<file path="src/rtl/seven_seg_display_controller.sv">
// Shared seven-segment display controller: round-robin arbitration between two
// requesters, serial double-dabble binary-to-BCD conversion, and registered segment drive.
module seven_seg_display_controller #(
  parameter int IN_WIDTH      = 8,
  parameter int NUM_DIGITS    = 3,
  parameter int BLANK_LEADING = 1
) (
  input  logic                      clk,
  input  logic                      resetn,
  input  logic                      req_a,
  input  logic [IN_WIDTH-1:0]       value_a,
  output logic                      gnt_a,
  input  logic                      req_b,
  input  logic [IN_WIDTH-1:0]       value_b,
  output logic                      gnt_b,
  output logic                      busy,
  output logic                      done,
  output logic                      overflow,
  output logic [4*NUM_DIGITS-1:0]   bcd,
  output logic [7*NUM_DIGITS-1:0]   seg
);

  localparam int BW = 4 * NUM_DIGITS;
  localparam int SW = 7 * NUM_DIGITS;
  localparam int CW = $clog2(IN_WIDTH) + 1;

  typedef enum logic [1:0] {IDLE, SHIFT, UPDATE} state_t;

  state_t              state;
  logic [IN_WIDTH-1:0] shift_val;
  logic [BW-1:0]       acc;
  logic [BW-1:0]       acc_adj;
  logic [CW-1:0]       cnt;
  logic                ovf_acc;
  logic                ptr;
  logic                pick_b;
  logic [SW-1:0]       seg_next;

  function automatic logic [6:0] digit_seg(input logic [3:0] d);
    logic [6:0] s;
    case (d)
      4'd0:    s = 7'b1000000;
      4'd1:    s = 7'b1111001;
      4'd2:    s = 7'b0100100;
      4'd3:    s = 7'b0110000;
      4'd4:    s = 7'b0011001;
      4'd5:    s = 7'b0010010;
      4'd6:    s = 7'b0000010;
      4'd7:    s = 7'b1111000;
      4'd8:    s = 7'b0000000;
      4'd9:    s = 7'b0010000;
      default: s = 7'b1111111;
    endcase
    return s;
  endfunction

  // Walk from the top digit down so a digit blanks only while everything above it is zero.
  function automatic logic [SW-1:0] encode_all(input logic [BW-1:0] b, input logic ovf);
    logic [SW-1:0] r;
    logic          nz;
    r  = '1;
    nz = 1'b0;
    for (int i = NUM_DIGITS - 1; i >= 0; i--) begin
      if (b[4*i +: 4] != 4'd0) nz = 1'b1;
      if (ovf)
        r[7*i +: 7] = 7'b0111111;
      else if (BLANK_LEADING != 0 && i > 0 && !nz)
        r[7*i +: 7] = 7'b1111111;
      else
        r[7*i +: 7] = digit_seg(b[4*i +: 4]);
    end
    return r;
  endfunction

  always_comb begin
    acc_adj = acc;
    for (int i = 0; i < NUM_DIGITS; i++) begin
      if (acc[4*i +: 4] >= 4'd5)
        acc_adj[4*i +: 4] = acc[4*i +: 4] + 4'd3;
    end
  end

  // ptr=0 gives A priority on a tie, ptr=1 gives B priority.
  assign pick_b   = req_b && (!req_a || ptr);
  assign seg_next = encode_all(acc, ovf_acc);

  always_ff @(posedge clk or negedge resetn) begin
    if (!resetn) begin
      state     <= IDLE;
      shift_val <= '0;
      acc       <= '0;
      cnt       <= '0;
      ovf_acc   <= 1'b0;
      ptr       <= 1'b0;
      gnt_a     <= 1'b0;
      gnt_b     <= 1'b0;
      busy      <= 1'b0;
      done      <= 1'b0;
      overflow  <= 1'b0;
      bcd       <= '0;
      seg       <= encode_all('0, 1'b0);
    end else begin
      gnt_a <= 1'b0;
      gnt_b <= 1'b0;
      done  <= 1'b0;
      case (state)
        IDLE: begin
          if (req_a || req_b) begin
            shift_val <= pick_b ? value_b : value_a;
            acc       <= '0;
            cnt       <= '0;
            ovf_acc   <= 1'b0;
            gnt_a     <= !pick_b;
            gnt_b     <= pick_b;
            ptr       <= !pick_b;
            busy      <= 1'b1;
            state     <= SHIFT;
          end
        end
        SHIFT: begin
          // The top bit of the adjusted accumulator is a carry into a digit we do not have.
          acc       <= {acc_adj[BW-2:0], shift_val[IN_WIDTH-1]};
          shift_val <= shift_val << 1;
          if (acc_adj[BW-1]) ovf_acc <= 1'b1;
          cnt <= cnt + 1'b1;
          if (cnt == CW'(IN_WIDTH - 1)) state <= UPDATE;
        end
        UPDATE: begin
          bcd      <= acc;
          overflow <= ovf_acc;
          seg      <= seg_next;
          done     <= 1'b1;
          busy     <= 1'b0;
          state    <= IDLE;
        end
        default: state <= IDLE;
      endcase
    end
  end

endmodule

</file>
<file path="config.mk">
export PLATFORM = sky130hd
export DESIGN_NAME = seven_seg_display_controller
export DESIGN_NICKNAME = d
export VERILOG_FILES = /design/src/rtl/seven_seg_display_controller.sv
export SDC_FILE = /design/constraint.sdc
export NUM_CORES = 1
export LEC_CHECK = 0
export CAP_MARGIN = 20
export CORE_UTILIZATION = 53
export CTS_CLUSTER_SIZE = 25
export DETAILED_ROUTE_END_ITERATION = 10
export PLACE_DENSITY = 0.88
export SLEW_MARGIN = 5
export SYNTH_ARGS = -nofsm -noshare
export SYNTH_HDL_FRONTEND = slang
export SYNTH_SLANG_ARGS = --single-unit
</file>
<file path="constraint.sdc">
create_clock -name clk -period 2.1 [get_ports clk]
set_clock_uncertainty 0.2 [all_clocks]
set_input_delay 0.63 -clock clk [delete_from_list [all_inputs] [get_ports clk]]
set_output_delay 0.63 -clock clk [all_outputs]
set_load 0.02 [all_outputs]
</file>
# ---- After elaboration in Yosys (flattened, before gate mapping)
# Memory sizes are Yosys's and may differ from the RTL's.
# Index checks and enable logic that the tools add are counted.
# Widths: inputs -> output; s select.
dict set report classes {
  order_cmp 3
  n_bitwise 0
  muxes 30
  div_mod_pow 0
  n_reduce_logical 15
  shift 0
  eq_ne 6
  n_mul 0
  addsub 4
}
# operator n
set op_table {}
lappend op_table {{$mux 7} 5}
lappend op_table {{$pmux 12 s2} 1}
lappend op_table {{$mux 4} 4}
lappend op_table {{$mux 8} 2}
lappend op_table {{$pmux 8 s2} 1}
lappend op_table {{$add 4x2->4 const B} 3}
lappend op_table {{$ge 4x3->1 const B} 3}
lappend op_table {{$mux 12} 1}
lappend op_table {{$mux 1} 10}
lappend op_table {{$pmux 4 s2} 1}
lappend op_table {{$reduce_and 2->1} 4}
lappend op_table {{$reduce_bool 4->1} 2}
lappend op_table {{$ne 2x2->1 const B} 3}
lappend op_table {{$add 4x1->4 const B} 1}
lappend op_table {{$eq 4x3->1 const B} 1}
lappend op_table {{$mux 2} 2}
lappend op_table {{$pmux 1 s2} 2}
lappend op_table {{$pmux 2 s2} 1}
lappend op_table {{$reduce_bool 2->1} 2}
lappend op_table {{$reduce_and 3->1} 1}
lappend op_table {{$eq 2x1->1 const B} 1}
lappend op_table {{$eq 2x2->1 const B} 1}
lappend op_table {{$logic_not 1->1} 2}
lappend op_table {{$logic_not 2->1} 1}
lappend op_table {{2 further kinds} 3}
dict set report totals {
  output_inout_bits 38
  romBits 336
  mem_bits_rw 0
  elab_cells 74
  regBits 66
  latch_bits 0
  memories 3
}
# memory words word_bits rd rd_ports_with_merged_regs wr line_no
set memory_table {}
lappend memory_table {{(name not given)} 16 7 1 0 0 41} ;# case (d)
lappend memory_table {{(name not given)} 16 7 1 0 0 41}
lappend memory_table {{(name not given)} 16 7 1 0 0 41}

# ---- Logic depth before layout (Yosys ltp)
# Gate-level depths: netlist of the first run.
dict set report logic_depth {
  depth_word 6
  depth_mapped 7
}

# ---- Worst setup path before layout of the first run
# Ideal clock, no wire load.
dict set report synth_path {
  path_kind {flip-flop to flip-flop}
  from {reg acc[8]}
  to {reg acc[10]}
  required_ps 1779
  setup_slack_ps 334
  period_less_slack_ps 1766
  stages_incl_launch_ff 7
  path_buffers 0
  arrival_ps 1445
  path_cell_list {dfrtp_1 inv_1 ha_1 and2b_1 o21a_1 mux2i_1 a22o_2}
}
dict set report synth_between {
  elab_chain_len 3
}
# element line_no
set synth_lines {}
lappend synth_lines {{start: declaration} 31} ;# logic [BW-1:0] acc;
lappend synth_lines {{start signal: assignment} 122} ;# acc <= {acc_adj[BW-2:0], shift_val[IN_WIDTH-1]};
lappend synth_lines {{$add 4x2->4 / $ge 4x3->1 (equally long branches)} {79, 78}}
lappend synth_lines {{$mux 4 *} 78} ;# if (acc[4*i +: 4] >= 4'd5)
lappend synth_lines {{$pmux 12 s2 *} 106} ;# case (state)
# Mark *: on every way between the ends. The rest lies on a longest branch, timed or not.
# A chain may end at the register's enable or synchronous reset.

# ---- Worst setup path after layout of the first run
dict set report layout_path {
  from {reg seg[14]}
  to {out seg[14]}
}
# element line_no
set layout_lines {}
lappend layout_lines {{start: declaration} 20} ;# output logic [7*NUM_DIGITS-1:0] seg
lappend layout_lines {{start signal: assignment} 101} ;# seg <= encode_all('0, 1'b0);
lappend layout_lines {{start signal: assignment} 131} ;# seg <= seg_next;
# No word-level cell between the ends.

==> results of run 1 <==
==> layout by cell type, fill, tap and decap left out, drive strengths merged, types with 2 or more instances in the layout <==
master          n
clkdlybuf4s50  18
nand3          11
xnor2           3
ha             16
o21a            3
a21oi          23
dfstp          15
o311ai          2
o21ai          49
clkinv          3
a22oi           8
dlygate4sd2    38
dfrtp          51
o211ai          2
nor2           27
inv            14
a31oi           6
mux2i          14
nor3b           2
a22o            5
clkbuf         11
nand2          46
nor2b           3
buf            17
nand2b          5
a21o            2
nor3            3
nand4           2
==> through the flow <==
| stage | hold slack (ps) | TNS [ps] | total power (uW) | area (um^2) |
|---|---|---|---|---|
| global route | 107 | 0 | 6570 | 4150 |
| global placement | 250 | -408 | 5010 | 4000 |
| floorplan | 134 | 0 | 4180 | 3350 |
| detailed placement | 261 | -1200 | 5170 | 4000 |
| finish | 84.7 | 0 | 6110 | 4150 |
| CTS | 96.2 | 0 | 6120 | 4150 |
==> routing by layer <==
metal / vias up / share of wire [%] / global-route usage, %
li1: 1328 / - / -
met1: 1302 / 44 / 31.2
met2: 65 / 50 / 41.3
met3: 16 / 4.1 / 6.33
met4: 0 / 1.5 / 8.57
met5: - / 0 / 0
==> cell families (layout without fill, tap and decap cells) <==
kind of cell | count (synthesis) | after routing | synth area share, %
compound gates | 107 | 107 | 19.2
simple gates | 102 | 102 | 13.5
flops | 66 | 66 | 49.9
buf+inv | 35 | 103 | 5.97
fa+ha+maj | 16 | 16 | 5.97
mux | 15 | 15 | 4.52
xor+xnor | 4 | 4 | 1.05
==> repair_timing <==
item	in CTS	in global routing
buffers inserted	0	0
gates resized for setup	38	1
pin swaps	0	0
setup endpoints to repair	38	1
==> sequential cells by signal, summed over array words and instances, names as in the netlist <==
name and count:
gnt_b 1, seg 21, shift_val 8, busy 1, state 2, ptr 1, done 1, acc 12
gnt_a 1, cnt 4, ovf_acc 1, overflow 1, bcd 12
==> power by group through the flow <==
stage                     Clock (uW)  Combinational (uW)  Sequential [uW]
after floorplan                    0                1800             2380
after global routing            1170                3130             2280
after detailed placement           0                2940             2230
after global placement             0                2810             2210
final                           1090                2810             2210
after CTS                       1110                2800             2200
==> cell type report <==
| class | instances | share of cell area (%) |
|---|---|---|
| Clock buffer | 11 | 3.65 |
| Timing Repair Buffer | 73 | 15.7 |
| Inverter | 14 | 1.27 |
| Multi-Input combinational cell | 244 | 35.6 |
| Tap cell | 75 | 2.26 |
| Sequential cell | 66 | 40.3 |
| Clock inverter | 5 | 1.27 |
==> worst max path at each step <==
stage | to | startpoint | cells after the start
6_report | seg[14] | seg[14]$_DFFE_PN1P_ | 1
2_1_floorplan | acc[10]$_DFFE_PN0P_ | acc[8]$_DFFE_PN0P_ | 6
3_5_place_dp | shift_val[7]$_DFFE_PN0P_ | req_a | 6
5_1_grt | acc[11]$_DFFE_PN0P_ | acc[8]$_DFFE_PN0P_ | 7
3_3_place_gp | acc[6]$_DFFE_PN0P_ | req_a | 5
4_1_cts | seg[14] | seg[14]$_DFFE_PN1P_ | 1
==> reports/results.ini, run 1 <==
[finish]
fin_cells=488
multi_input_area_um2=1480
drive_gt1_share_pct=13.8
antenna_cells=0
fill_cells=477
area_growth_pct=23.9
nets=444
register_area_um2=1670
finalCoreUtilization_pct=68.9

[grt]
grt.total_usage_pct=24.8
grt_pass1_vias=2725
antenna_found_initial=0
grt_max_degree=67
grt_overflow=0
grt_pass1_wl_mm=12.4

[setup_path]
cp-start-kind=flop
crit_fanout=2
cp_top_family=flip-flops
worstPathRequired_ps=1270
worstPathCellList=dlygate4sd2_1
cpMaxStageDelayCell=dfstp_2
rr_worst_depth=6
arrival_ps=1230
cp_num_buf_inv=1
regToRegSetupSlack_ps=130
cp-end-kind=output port
r2r-end=acc[10]$_DFFE_PN0P_
slowest_delay_ps=540
crit_type=reg2out
regToRegStartpoint=acc[8]$_DFFE_PN0P_

[cts]
numCtsBuffers=9
cts.sinks=66
root_buffer=clkbuf_8
htreeDepth=3
clk_latency_ps=340
hold_buffers=0
path_clk_slew_ps=70
clock_path_buffers=2
cts_tree=done

[drt]
wl_mm=7.39
wl_per_cell_um=15.1
vias=2711
ant_nets=0
drtIter0Drc=196
drc=0
drt_pass1_iterations=4
drt-vias-per-instance=5.56

[placement]
routabilityCongestion=0.828
io_buffers=57
place_ws_ps=-127
dp_cells=472
detailed_place_hpwl_mm=5.20

[yosys]
synthArstFlopShare_pct=100
synth_common_cells=51 x dfrtp_1, 46 x nand2_1, 45 x o21ai_0
synth_edf_count=0
synth_seq_cells=66
yosysWarnings=0
synth_cells=345
synth_top_area_cell=dfrtp_1
synth_ff_type=dfrtp_1
seq_area_frac_synth_pct=49.9
syn_area_per_cell_um2=9.71
netlist_area_um2=3350
synth_top_cell_area_share_pct=38.1
syn_nets=381
synthDistinctLibCells=46
yosysMostFrequentCell=dfrtp_1
synthTopCellsByArea=dfrtp_1 38%, dfstp_2 12%, o21ai_0 6.7%, ha_1 6.0%, nand2_1 5.2%

[sta]
setup_violations=0
timing.final.ws_setup_ps=35.9
timing.fmax_mhz=484
rsz0062_at_grt=no
fin_crit_ps=2060
max_slew_margin_pct=54.1
finalCritPeriodShare_pct=98.3
tightest_slew_ps=687
hold_viol=0
slew_viol_final=0

[floorplan]
fp.dieH_um=81.5
num_io_pins=58
coreArea_um2=6030
dieArea_um2=6640
initial_core_util_pct=55.6
rows=28
die_w_um=81.5

[pwr]
p_per_area_nw_per_um2=1470
p_leak_uw=0.00192
p_clk_share_pct=17.9
combPwrFrac_pct=46.0
pwr-share-seq_pct=36.1
intPower_uw=3590
ir_worst_vdd_mv=0.678
swShare_pct=41.3
p_sw_uw=2520

[hold_path]
hold_class=in2async

[status]
status=complete, no violations

[job]
cap_viol_max_count=0

Power figures use the tool's default switching activity.
==> run 2: changes to the inputs <==
CAP_MARGIN = default   (was 20)
==> results of run 2 <==
The final DEF is identical to that of run 1; final timing and power are the same.
